`config.mk`:
```
export PLATFORM = sky130hd
export DESIGN_NAME = issue_unit_flat
export DESIGN_NICKNAME = d
export VERILOG_FILES = /design/src/rtl/issue_unit_pkg.sv /design/src/rtl/issue_unit_if.sv /design/src/rtl/issue_unit_cdb_reservation_sr.sv /design/src/rtl/issue_unit.sv /design/src/flat_wrapper.sv
export SDC_FILE = /design/constraint.sdc
export NUM_CORES = 1
export LEC_CHECK = 0
export BUFFER_PORTS_ARGS = -buffer_cell sky130_fd_sc_hd__buf_2
export CAP_MARGIN = 25
export CORE_MARGIN = 1
export CORE_UTILIZATION = 47
export CTS_CLUSTER_DIAMETER = 200
export DETAILED_ROUTE_END_ITERATION = 16
export HOLD_SLACK_MARGIN = 0.08
export PLACE_DENSITY = 0.82
export SYNTH_ARGS = -nofsm -noshare
export SYNTH_HDL_FRONTEND = slang
export SYNTH_SLANG_ARGS = --single-unit
```
`constraint.sdc`:
```
create_clock -name clk -period 1.52 [get_ports clk]
set_input_delay 0.076 -clock clk [delete_from_list [all_inputs] [get_ports clk]]
set_output_delay 0.076 -clock clk [all_outputs]
set_load 0.01 [all_outputs]
```
`src/rtl/issue_unit_pkg.sv`:
```
// Shared types and default latencies for the issue arbiter and its CDB reservation register.
// Pure definitions, no logic.
package issue_unit_pkg;

    typedef enum logic [1:0] {
        UNIT_INT  = 2'd0,
        UNIT_MULT = 2'd1,
        UNIT_DIV  = 2'd2,
        UNIT_MEM  = 2'd3
    } unit_id_e;

    localparam int DEF_INT_LAT    = 1;
    localparam int DEF_MEM_LAT    = 2;
    localparam int DEF_MULT_LAT   = 4;
    localparam int DEF_DIV_LAT    = 7;
    localparam int DEF_STARVE_LIM = 8;

    typedef struct packed {
        logic     valid;
        unit_id_e id;
    } slot_t;

    function automatic int max_lat(input int a, input int b, input int c, input int d);
        int m;
        m = a;
        if (b > m) m = b;
        if (c > m) m = c;
        if (d > m) m = d;
        return m;
    endfunction

    // One-hot CDB owner in {mem,div,mult,int} bit order; zero when nothing is booked.
    function automatic logic [3:0] unit_onehot(input logic valid, input unit_id_e id);
        logic [3:0] oh;
        oh = '0;
        if (valid) oh = 4'b0001 << id;
        return oh;
    endfunction

endpackage

```
`src/rtl/issue_unit_if.sv`:
```
// Queue-side handshake bundle: per-queue ready in, per-queue issue grant out, plus CDB ownership.
// master = issue queues / CDB mux side, slave = issue_unit.
interface issue_if;
    logic       int_ready;
    logic       mult_ready;
    logic       div_ready;
    logic       mem_ready;
    logic       int_done;
    logic       mult_done;
    logic       div_done;
    logic       mem_done;
    logic [3:0] cdb_sel;
    logic       cdb_valid;
    logic       div_busy;

    modport master (
        output int_ready, mult_ready, div_ready, mem_ready,
        input  int_done, mult_done, div_done, mem_done,
        input  cdb_sel, cdb_valid, div_busy
    );

    modport slave (
        input  int_ready, mult_ready, div_ready, mem_ready,
        output int_done, mult_done, div_done, mem_done,
        output cdb_sel, cdb_valid, div_busy
    );
endinterface

```
`src/rtl/issue_unit_cdb_reservation_sr.sv`:
```
// CDB reservation shift register: slot k books the bus k cycles ahead; shifts one slot per clock.
// Writes land one cycle after the grant at slot L-1; no backpressure, callers must check slot L is free.
module cdb_reservation_sr
    import issue_unit_pkg::*;
#(
    parameter int INT_LAT  = DEF_INT_LAT,
    parameter int MEM_LAT  = DEF_MEM_LAT,
    parameter int MULT_LAT = DEF_MULT_LAT,
    parameter int DIV_LAT  = DEF_DIV_LAT,
    parameter int MAXL     = max_lat(INT_LAT, MEM_LAT, MULT_LAT, DIV_LAT)
) (
    input  logic            clk,
    input  logic            rst,
    input  logic            wr_int_i,
    input  logic            wr_mult_i,
    input  logic            wr_div_i,
    input  logic            wr_mem_i,
    output logic [MAXL:0]   slot_vld_o,
    output unit_id_e        slot0_id_o
);

    slot_t slot_q [0:MAXL];
    slot_t slot_d [0:MAXL];

    always_comb begin
        for (int k = 0; k < MAXL; k++) begin
            slot_d[k] = slot_q[k+1];
        end
        slot_d[MAXL] = '0;
        if (wr_int_i)  slot_d[INT_LAT-1]  = '{valid: 1'b1, id: UNIT_INT};
        if (wr_mult_i) slot_d[MULT_LAT-1] = '{valid: 1'b1, id: UNIT_MULT};
        if (wr_div_i)  slot_d[DIV_LAT-1]  = '{valid: 1'b1, id: UNIT_DIV};
        if (wr_mem_i)  slot_d[MEM_LAT-1]  = '{valid: 1'b1, id: UNIT_MEM};
    end

    always_ff @(posedge clk or posedge rst) begin
        if (rst) begin
            for (int k = 0; k <= MAXL; k++) begin
                slot_q[k] <= '0;
            end
        end else begin
            for (int k = 0; k <= MAXL; k++) begin
                slot_q[k] <= slot_d[k];
            end
        end
    end

    always_comb begin
        for (int k = 0; k <= MAXL; k++) begin
            slot_vld_o[k] = slot_q[k].valid;
        end
    end

    assign slot0_id_o = slot_q[0].id;

    // A booking may only target a slot that is empty once the shift has happened.
    a_int_free:  assert property (@(posedge clk) disable iff (rst) wr_int_i  |-> !slot_q[INT_LAT].valid);
    a_mult_free: assert property (@(posedge clk) disable iff (rst) wr_mult_i |-> !slot_q[MULT_LAT].valid);
    a_div_free:  assert property (@(posedge clk) disable iff (rst) wr_div_i  |-> !slot_q[DIV_LAT].valid);
    a_mem_free:  assert property (@(posedge clk) disable iff (rst) wr_mem_i  |-> !slot_q[MEM_LAT].valid);

endmodule

```
`src/rtl/issue_unit.sv`:
```
// Issue arbiter: same-cycle grants to int/mult/div/mem queues avoiding CDB clashes; CDB owner L cycles later.
// A ready queue simply waits while its result slot is booked, the divider is busy, or integer starvation hold is on.
module issue_unit
    import issue_unit_pkg::*;
#(
    parameter int INT_LAT    = DEF_INT_LAT,
    parameter int MEM_LAT    = DEF_MEM_LAT,
    parameter int MULT_LAT   = DEF_MULT_LAT,
    parameter int DIV_LAT    = DEF_DIV_LAT,
    parameter int STARVE_LIM = DEF_STARVE_LIM
) (
    input  logic  clk,
    input  logic  rst,
    issue_if.slave iss
);

    localparam int MAXL = max_lat(INT_LAT, MEM_LAT, MULT_LAT, DIV_LAT);
    localparam int SW   = $clog2(STARVE_LIM + 1);

    logic [MAXL:0] slot_vld;
    unit_id_e      slot0_id;
    logic          unused_slots;

    logic          grant_int;
    logic          grant_mult;
    logic          grant_div;
    logic          grant_mem;
    logic          hold;
    logic          div_busy;

    logic [3:0]    div_cnt_q;
    logic [3:0]    div_cnt_d;
    logic [SW-1:0] starve_q;
    logic [SW-1:0] starve_d;

    cdb_reservation_sr #(
        .INT_LAT  (INT_LAT),
        .MEM_LAT  (MEM_LAT),
        .MULT_LAT (MULT_LAT),
        .DIV_LAT  (DIV_LAT),
        .MAXL     (MAXL)
    ) u_resv (
        .clk        (clk),
        .rst        (rst),
        .wr_int_i   (grant_int),
        .wr_mult_i  (grant_mult),
        .wr_div_i   (grant_div),
        .wr_mem_i   (grant_mem),
        .slot_vld_o (slot_vld),
        .slot0_id_o (slot0_id)
    );

    // Only the slots at each unit's latency (and slot 0) matter here.
    assign unused_slots = ^slot_vld;

    assign hold     = (starve_q == SW'(STARVE_LIM));
    assign div_busy = (div_cnt_q != 4'd0);

    // Latencies are distinct, so each grant is independent of the others.
    assign grant_int  = iss.int_ready  & ~slot_vld[INT_LAT]  & ~rst;
    assign grant_mult = iss.mult_ready & ~slot_vld[MULT_LAT] & ~hold & ~rst;
    assign grant_div  = iss.div_ready  & ~slot_vld[DIV_LAT]  & ~hold & ~div_busy & ~rst;
    assign grant_mem  = iss.mem_ready  & ~slot_vld[MEM_LAT]  & ~hold & ~rst;

    assign iss.int_done  = grant_int;
    assign iss.mult_done = grant_mult;
    assign iss.div_done  = grant_div;
    assign iss.mem_done  = grant_mem;

    assign iss.cdb_sel   = unit_onehot(slot_vld[0], slot0_id);
    assign iss.cdb_valid = slot_vld[0];
    assign iss.div_busy  = div_busy;

    always_comb begin
        div_cnt_d = div_cnt_q;
        if (grant_div) begin
            div_cnt_d = 4'(DIV_LAT - 1);
        end else if (div_cnt_q != 4'd0) begin
            div_cnt_d = div_cnt_q - 4'd1;
        end
    end

    always_comb begin
        starve_d = '0;
        if (iss.int_ready & ~grant_int) begin
            starve_d = hold ? starve_q : starve_q + 1'b1;
        end
    end

    always_ff @(posedge clk or posedge rst) begin
        if (rst) begin
            div_cnt_q <= '0;
            starve_q  <= '0;
        end else begin
            div_cnt_q <= div_cnt_d;
            starve_q  <= starve_d;
        end
    end

endmodule

```
`src/flat_wrapper.sv`:
```
// flat-port wrapper written by rule: the top's interface ports become plain ports
module issue_unit_flat import issue_unit_pkg::*;
#(
    parameter int INT_LAT    = DEF_INT_LAT,
    parameter int MEM_LAT    = DEF_MEM_LAT,
    parameter int MULT_LAT   = DEF_MULT_LAT,
    parameter int DIV_LAT    = DEF_DIV_LAT,
    parameter int STARVE_LIM = DEF_STARVE_LIM
)
  (clk, rst, iss_int_ready, iss_mult_ready, iss_div_ready, iss_mem_ready, iss_int_done, iss_mult_done, iss_div_done, iss_mem_done, iss_cdb_sel, iss_cdb_valid, iss_div_busy);
  issue_if iss_i ();
  input  logic clk;
  input  logic rst;
  input wire logic [$bits(iss_i.int_ready)-1:0] iss_int_ready;
  input wire logic [$bits(iss_i.mult_ready)-1:0] iss_mult_ready;
  input wire logic [$bits(iss_i.div_ready)-1:0] iss_div_ready;
  input wire logic [$bits(iss_i.mem_ready)-1:0] iss_mem_ready;
  output wire logic [$bits(iss_i.int_done)-1:0] iss_int_done;
  output wire logic [$bits(iss_i.mult_done)-1:0] iss_mult_done;
  output wire logic [$bits(iss_i.div_done)-1:0] iss_div_done;
  output wire logic [$bits(iss_i.mem_done)-1:0] iss_mem_done;
  output wire logic [$bits(iss_i.cdb_sel)-1:0] iss_cdb_sel;
  output wire logic [$bits(iss_i.cdb_valid)-1:0] iss_cdb_valid;
  output wire logic [$bits(iss_i.div_busy)-1:0] iss_div_busy;
  assign iss_i.int_ready = iss_int_ready;
  assign iss_i.mult_ready = iss_mult_ready;
  assign iss_i.div_ready = iss_div_ready;
  assign iss_i.mem_ready = iss_mem_ready;
  assign iss_int_done = iss_i.int_done;
  assign iss_mult_done = iss_i.mult_done;
  assign iss_div_done = iss_i.div_done;
  assign iss_mem_done = iss_i.mem_done;
  assign iss_cdb_sel = iss_i.cdb_sel;
  assign iss_cdb_valid = iss_i.cdb_valid;
  assign iss_div_busy = iss_i.div_busy;
  issue_unit #(.INT_LAT(INT_LAT), .MEM_LAT(MEM_LAT), .MULT_LAT(MULT_LAT), .DIV_LAT(DIV_LAT), .STARVE_LIM(STARVE_LIM)) u_core (.clk(clk), .rst(rst), .iss(iss_i));
endmodule
```
==> results of run 1 <==
worst paths after layout:
kind / startpoint / cells past startpoint / to / slack, ns
worst max register to register: u_core.div_cnt_q[0] / 5 / u_core.div_cnt_q[0] / -0.06
max in group asynchronous: rst / 4 / u_core.u_resv.slot0_id_o[0] / 0.90
worst min-delay path: iss_div_ready / 4 / u_core.div_cnt_q[2] / 0.24
min in group asynchronous: rst / 4 / u_core.u_resv.slot_d[10] / 0.43
worst max-delay path: u_core.div_cnt_q[0] / 5 / iss_div_done / -0.15
worst min register to register: u_core.u_resv.slot_d[16] / 0 / u_core.u_resv.slot_q[16] / 0.36
kinds of logic after synthesis:
| group | Yosys count |
|---|---|
| AND/OR/NAND/NOR | 34 |
| flip-flops | 23 |
| AO/OA/AOI/OAI | 8 |
| buffers and inverters | 7 |
| adder cells (fa/ha/maj) | 4 |
| XOR/XNOR | 3 |
| multiplexers | 1 |
flip-flops by register name (all words and copies together) (netlist names):
| signal | flops |
|---|---|
| u_core.div_cnt_q | 4 |
| u_core.starve_q | 4 |
| u_core.u_resv.slot0_id_o | 2 |
| u_core.u_resv.slot_d | 4 |
| u_core.u_resv.slot_q | 5 |
| u_core.u_resv.slot_vld_o | 4 |
where the power goes:
| group | internal (mW) | switching, mW |
|---|---|---|
| sequential | 0.713 | 0.0711 |
| combinational | 0.350 | 0.253 |
| clock | 0.102 | 0.176 |
| total | 1.17 | 0.500 |
through the flow:
step	area, µm²	setup TNS [ns]
final	1314	-0.4584
after global routing	1314	-0.8149
after CTS	1225	-0.4582
after global placement	1051	0
after floorplan	944.7	0
after detailed placement	1051	-0.02601
synthesized netlist by cell type (2+ instances only):
master    number  area share [%]
dfrtp_1       23              61
nor2_1         8             3.2
nand2_1        6             2.4
inv_1          5             2.0
ha_1           4             5.3
nand2b_1       4             2.6
a21oi_1        3             1.6
nand3_1        2             1.1
nand3b_1       2             1.6
nor2b_1        2             1.3
or2_2          2             1.3
xnor2_1        2             1.9
what timing repair did:
| action | in CTS | in global routing |
|---|---|---|
| pin swaps | 6 | 4 |
| hold buffers | 4 | 0 |
| hold endpoints to repair | 26 | 0 |
| cloned | 0 | 0 |
| resized for setup | 11 | 8 |
| setup endpoints to repair | 5 | 7 |
| setup buffers | 9 | 7 |
tightest hold or removal path, stage by stage:
cell     delay [ns]
buf_2          0.08
and2b_2        0.18
a21oi_4        0.07
a21oi_1        0.11
cell type report:
class,instances,area [µm²],area share [%]
clock buffers,4,26.28,2.000
inverters,5,18.77,1.429
multi-input cells,50,395.4,30.10
flip-flops and latches,23,575.6,43.81
well taps,25,31.28,2.381
repair buffers,37,266.5,20.29
metal layers:
layer  vias up  track usage, %  wire length, µm  part of all wire, %
met5         -               0                0                    0
met4         0           10.29               12                 0.60
met3         2           2.692               49                  2.5
met2        11           36.39             1063                   54
met1       335           21.46              857                   43
li1        337               -                -                    -
==> results_dict.tcl, run 1 <==
set metrics [dict create \
    ant_nets 0 \
    postLayoutCoreUtil_pct 72.92 \
    synth-edff-count 0 \
    synth_seq_cells 23 \
    clock_skew_ns 0.006041 \
    maxSlewViolCount 0 \
    fmax_mhz 597.7 \
    vdd_drop_max_v 0.0007716 \
    layout-drive-gt1-share_pct 46.22 \
    nNetsFinal 130 \
    wirelength_um 1984 \
    critical_path_required_ns 1.44 \
    h-tree-depth 1 \
    grt_pass1_wl_um 2946 \
    synth_area_um2 944.7 \
    fin_crit_sh_pct 110.1 \
    clock_tree.root_cell "clkbuf_4" \
    worst_pin_slew_ns 0.4819 \
    slowest_delay_ns 0.43 \
    area_growth_pct 39.07 \
    io_pins 16 \
    clk_pin_slew_worst_paths_ns 0.12 \
    cp_slowest_cell "dfrtp_1" \
    die_h_um 46.83 \
    core_area_mm2 0.001802 \
    max_slew_margin_pct 67.53 \
    die_area_mm2 0.002193 \
    p_per_area_mw_per_mm2 1268 \
    grt_use_total_pct 19.58 \
    place_congestion 0.7172 \
    power_mw 1.665 \
    layout_common_cells "dfrtp_1, buf_4, buf_2, nor2_1, nand2_1" \
    wl_per_cell_um 13.78 \
    viasPerCell 4.757 \
    synth_xor_area_share_pct 2.781 \
    drt_pass1_iterations 4 \
    holdWs_ns 0.2396 \
    status "complete, but fails checks" \
    cap_viol_max_count 0 \
    hold_viol 0 \
    grt_setup_unrepaired "yes" \
    synth_compound_area_share_pct 5.695 \
    io_buffers 15 \
    grt_overflow_total 0 \
    num_vias 685 \
    hold_class "in -> reg" \
    synth_top_family_by_area "simple AND/OR/NAND/NOR gates" \
    layout_commonest_cell "dfrtp_1" \
    synthCells 80 \
    setup_viol 5 \
    numCtsBuffers 3 \
    synth-main-ff-cell "dfrtp_1" \
    clk_path_buf_depth 2 \
    yosysUniqueCellTypes 29 \
    critPathBufInv 2 \
    crit_path_cell_trace "inv_2 > ha_4 > or3b_4 > nor2_4 > buf_6" \
    initial_utilization_pct 52.43 \
    leakage_nw 0.6626 \
    die_w_um 46.83 \
    dp.cells 120 \
    row_count 15 \
    antenna_cells 0 \
    synth_fp_nets 90 \
    cp-start-kind "register" \
    critPathArrivalTime_ns 1.60 \
    ys_async_sr_fraction_pct 100.0 \
    antenna_found_initial 0 \
    ys_warn_count 0 \
    drcViolationCount 0 \
    clk_latency_ns 0.31 \
    drt_iter0_markers 11 \
    cts_sinks 23 \
    synth-simple-area-share_pct 20.53 \
    fillCellCount 139 \
    avgSynthCellArea_um2 11.81 \
    fin_cells 144 \
    finalCriticalPeriod_ns 1.673 \
    fin_ws_ns -0.1531 \
    dp_hpwl_um 1152 \
    crit_family "simple AND/OR/NAND/NOR gates" \
    synth-adder-area-share_pct 5.298 \
    cts_tree "done" \
    end_kind "output pin" \
    muxShareOfSynthArea_pct 1.192 \
    grt_max_degree 15 \
    violations "negative setup slack" \
    crit_type "reg -> out" \
    critPathMaxFanout 4 \
    dp_slack_ns -0.02601 \
    first_global_vias 715 \
    seq_area_frac_synth_pct 60.93 \
]
(Power assumes the default switching activity.)
==> run 2, diff against run 1 <==
--- a/config.mk
+++ b/config.mk
@@ -8,7 +8,7 @@
 export BUFFER_PORTS_ARGS = -buffer_cell sky130_fd_sc_hd__buf_2
 export CAP_MARGIN = 25
 export CORE_MARGIN = 1
-export CORE_UTILIZATION = 47
+export CORE_UTILIZATION = 49
 export CTS_CLUSTER_DIAMETER = 200
 export DETAILED_ROUTE_END_ITERATION = 16
 export HOLD_SLACK_MARGIN = 0.08
==> constraint.sdc (replaced) <==
create_clock -name clk -period 2 [get_ports clk]
set_input_delay 0.1 -clock clk [delete_from_list [all_inputs] [get_ports clk]]
set_output_delay 0.1 -clock clk [all_outputs]
set_load 0.01 [all_outputs]
==> run 2 against run 1 <==
The flow now finishes without violations. Cell area fell by 15%. Critical path depth did not move. First-iteration DRC count rose by 9.1%. Via count fell by 7.7%. Sequential share of layout area rose by 7.9 points. Clock-buffer cell count did not move. Wire length fell by 22%. Hold slack improved by 0.017 ns. Critical endpoint unchanged. Largest cell class unchanged. Highest routed layer is now met3.
==> results_dict.tcl, run 2 (synthesis results as in run 1) <==
set metrics [dict create \
    status "finished, final reports clean" \
    max_slew_margin_pct 68.69 \
    dp_slack_ns 0.4777 \
    maxSlewViolCount 0 \
    die_h_um 45.91 \
    layout_commonest_cell "dfrtp_1" \
    whs_endpoint "u_core.div_cnt_q[2]" \
    wl_per_cell_um 12.22 \
    grt_use_total_pct 17.81 \
    hold_class "in -> reg" \
    dp_hpwl_um 1106 \
    hold_path.startpoint "iss_div_ready" \
    cts_tree "done" \
    placed_cell_area_mm2 0.001044 \
    finalInstanceArea_mm2 0.001112 \
    antenna_cells 0 \
    io_pins 16 \
    fillCellCount 164 \
    place_congestion 0.7678 \
    leakage_nw 0.5679 \
    postLayoutCoreUtil_pct 63.05 \
    cp-start-kind "register" \
    numCtsBuffers 3 \
    finalCriticalPeriod_ns 1.819 \
    regMostFlops "u_core.u_resv.slot_q" \
    reg2reg_setup_slack_ns 0.51 \
    row_count 15 \
    clk_pin_slew_worst_paths_ns 0.11 \
    grt_pass1_wl_um 2628 \
    clk_latency_ns 0.29 \
    wirelength_um 1552 \
    vdd_drop_max_v 0.0007906 \
    clock_skew_ns 0.003614 \
    cts_sinks 23 \
    r2r-end "u_core.div_cnt_q[0]" \
    fin_crit_sh_pct 90.97 \
    num_vias 632 \
    p_per_area_mw_per_mm2 962.1 \
    drcViolationCount 0 \
    initial_utilization_pct 53.55 \
    fin_ws_ns 0.1805 \
    fmax_mhz 549.6 \
    viasPerCell 4.976 \
    r2r_start "u_core.div_cnt_q[0]" \
    largest_reg_flops 5 \
    area_growth_pct 17.75 \
    critPathMaxFanout 7 \
    holdPathStages 4 \
    crit_type "reg -> out" \
    end_kind "output pin" \
    holdWs_ns 0.2561 \
    nNetsFinal 113 \
    first_global_vias 652 \
    dp.cells 119 \
    layout_common_cells "dfrtp_1, buf_2, nor2_1, nand2_1, inv_1" \
    tns_ns 0 \
    antenna_found_initial 0 \
    critPathArrivalTime_ns 1.72 \
    h-tree-depth 1 \
    io_buffers 15 \
    drt_pass1_iterations 4 \
    power_mw 1.070 \
    cap_viol_max_count 0 \
    layout-drive-gt1-share_pct 27.45 \
    ant_nets 0 \
    core_area_mm2 0.001764 \
    clk_path_buf_depth 2 \
    grt_setup_unrepaired "no" \
    die_w_um 45.91 \
    grt_max_degree 14 \
    fin_cells 127 \
    critical_path_required_ns 1.90 \
    r2r_cells 4 \
    die_area_mm2 0.002107 \
    crit_start "u_core.div_cnt_q[0]" \
    drt_iter0_markers 12 \
    grt_overflow_total 0 \
    setup_viol 0 \
    hold_viol 0 \
    clock_tree.root_cell "clkbuf_4" \
    worst_pin_slew_ns 0.4647 \
]
[run 2: where the power goes]
part	internal, mW	switching [mW]	total (mW)
Combinational	0.142	0.133	0.274
Clock	0.0775	0.122	0.200
Sequential	0.542	0.0540	0.596
[run 2: repair_timing]
| action | in CTS | in global routing |
|---|---|---|
| endpoints found under the setup margin | 0 | 1 |
| setup buffers | 0 | 0 |
| hold buffers | 4 | 0 |
| gates resized for setup | 0 | 1 |
| endpoints found under the hold margin | 14 | 0 |
[run 2: final cells by class]
type	instances	area, µm²	share of cell area [%]
inverters	5	18.77	1.687
multi-input cells	50	337.8	30.37
repair buffers	20	122.6	11.02
clock buffers	4	26.28	2.362
flip-flops and latches	23	575.6	51.74
well taps	25	31.28	2.812
[run 2: per-layer routing]
metal | GRT usage [%] | wire [µm] | vias up
met2 | 31.83 | 817 | 15
met4 | 7.647 | 0 | 0
li1 | - | - | 304
met5 | 0 | 0 | -
met1 | 21.09 | 679 | 313
met3 | 2.381 | 54 | 0
[run 2: how the worst max path moves through the flow]
stage | slack [ns] | endpoint | cells after the start
finish | 0.18 | iss_div_done | 5
detailed placement | 0.48 | iss_div_done | 5
floorplan | 0.55 | u_core.div_cnt_q[0] | 5
global route | 0.07 | iss_div_done | 5
global placement | 0.54 | iss_mem_done | 5
CTS | 0.10 | iss_div_done | 5
[run 2: critical path: stages, from the launching register on]
cell	delay, ns
dfrtp_1	0.41
inv_1	0.10
ha_1	0.18
or3b_4	0.43
nor2_1	0.15
buf_2	0.15
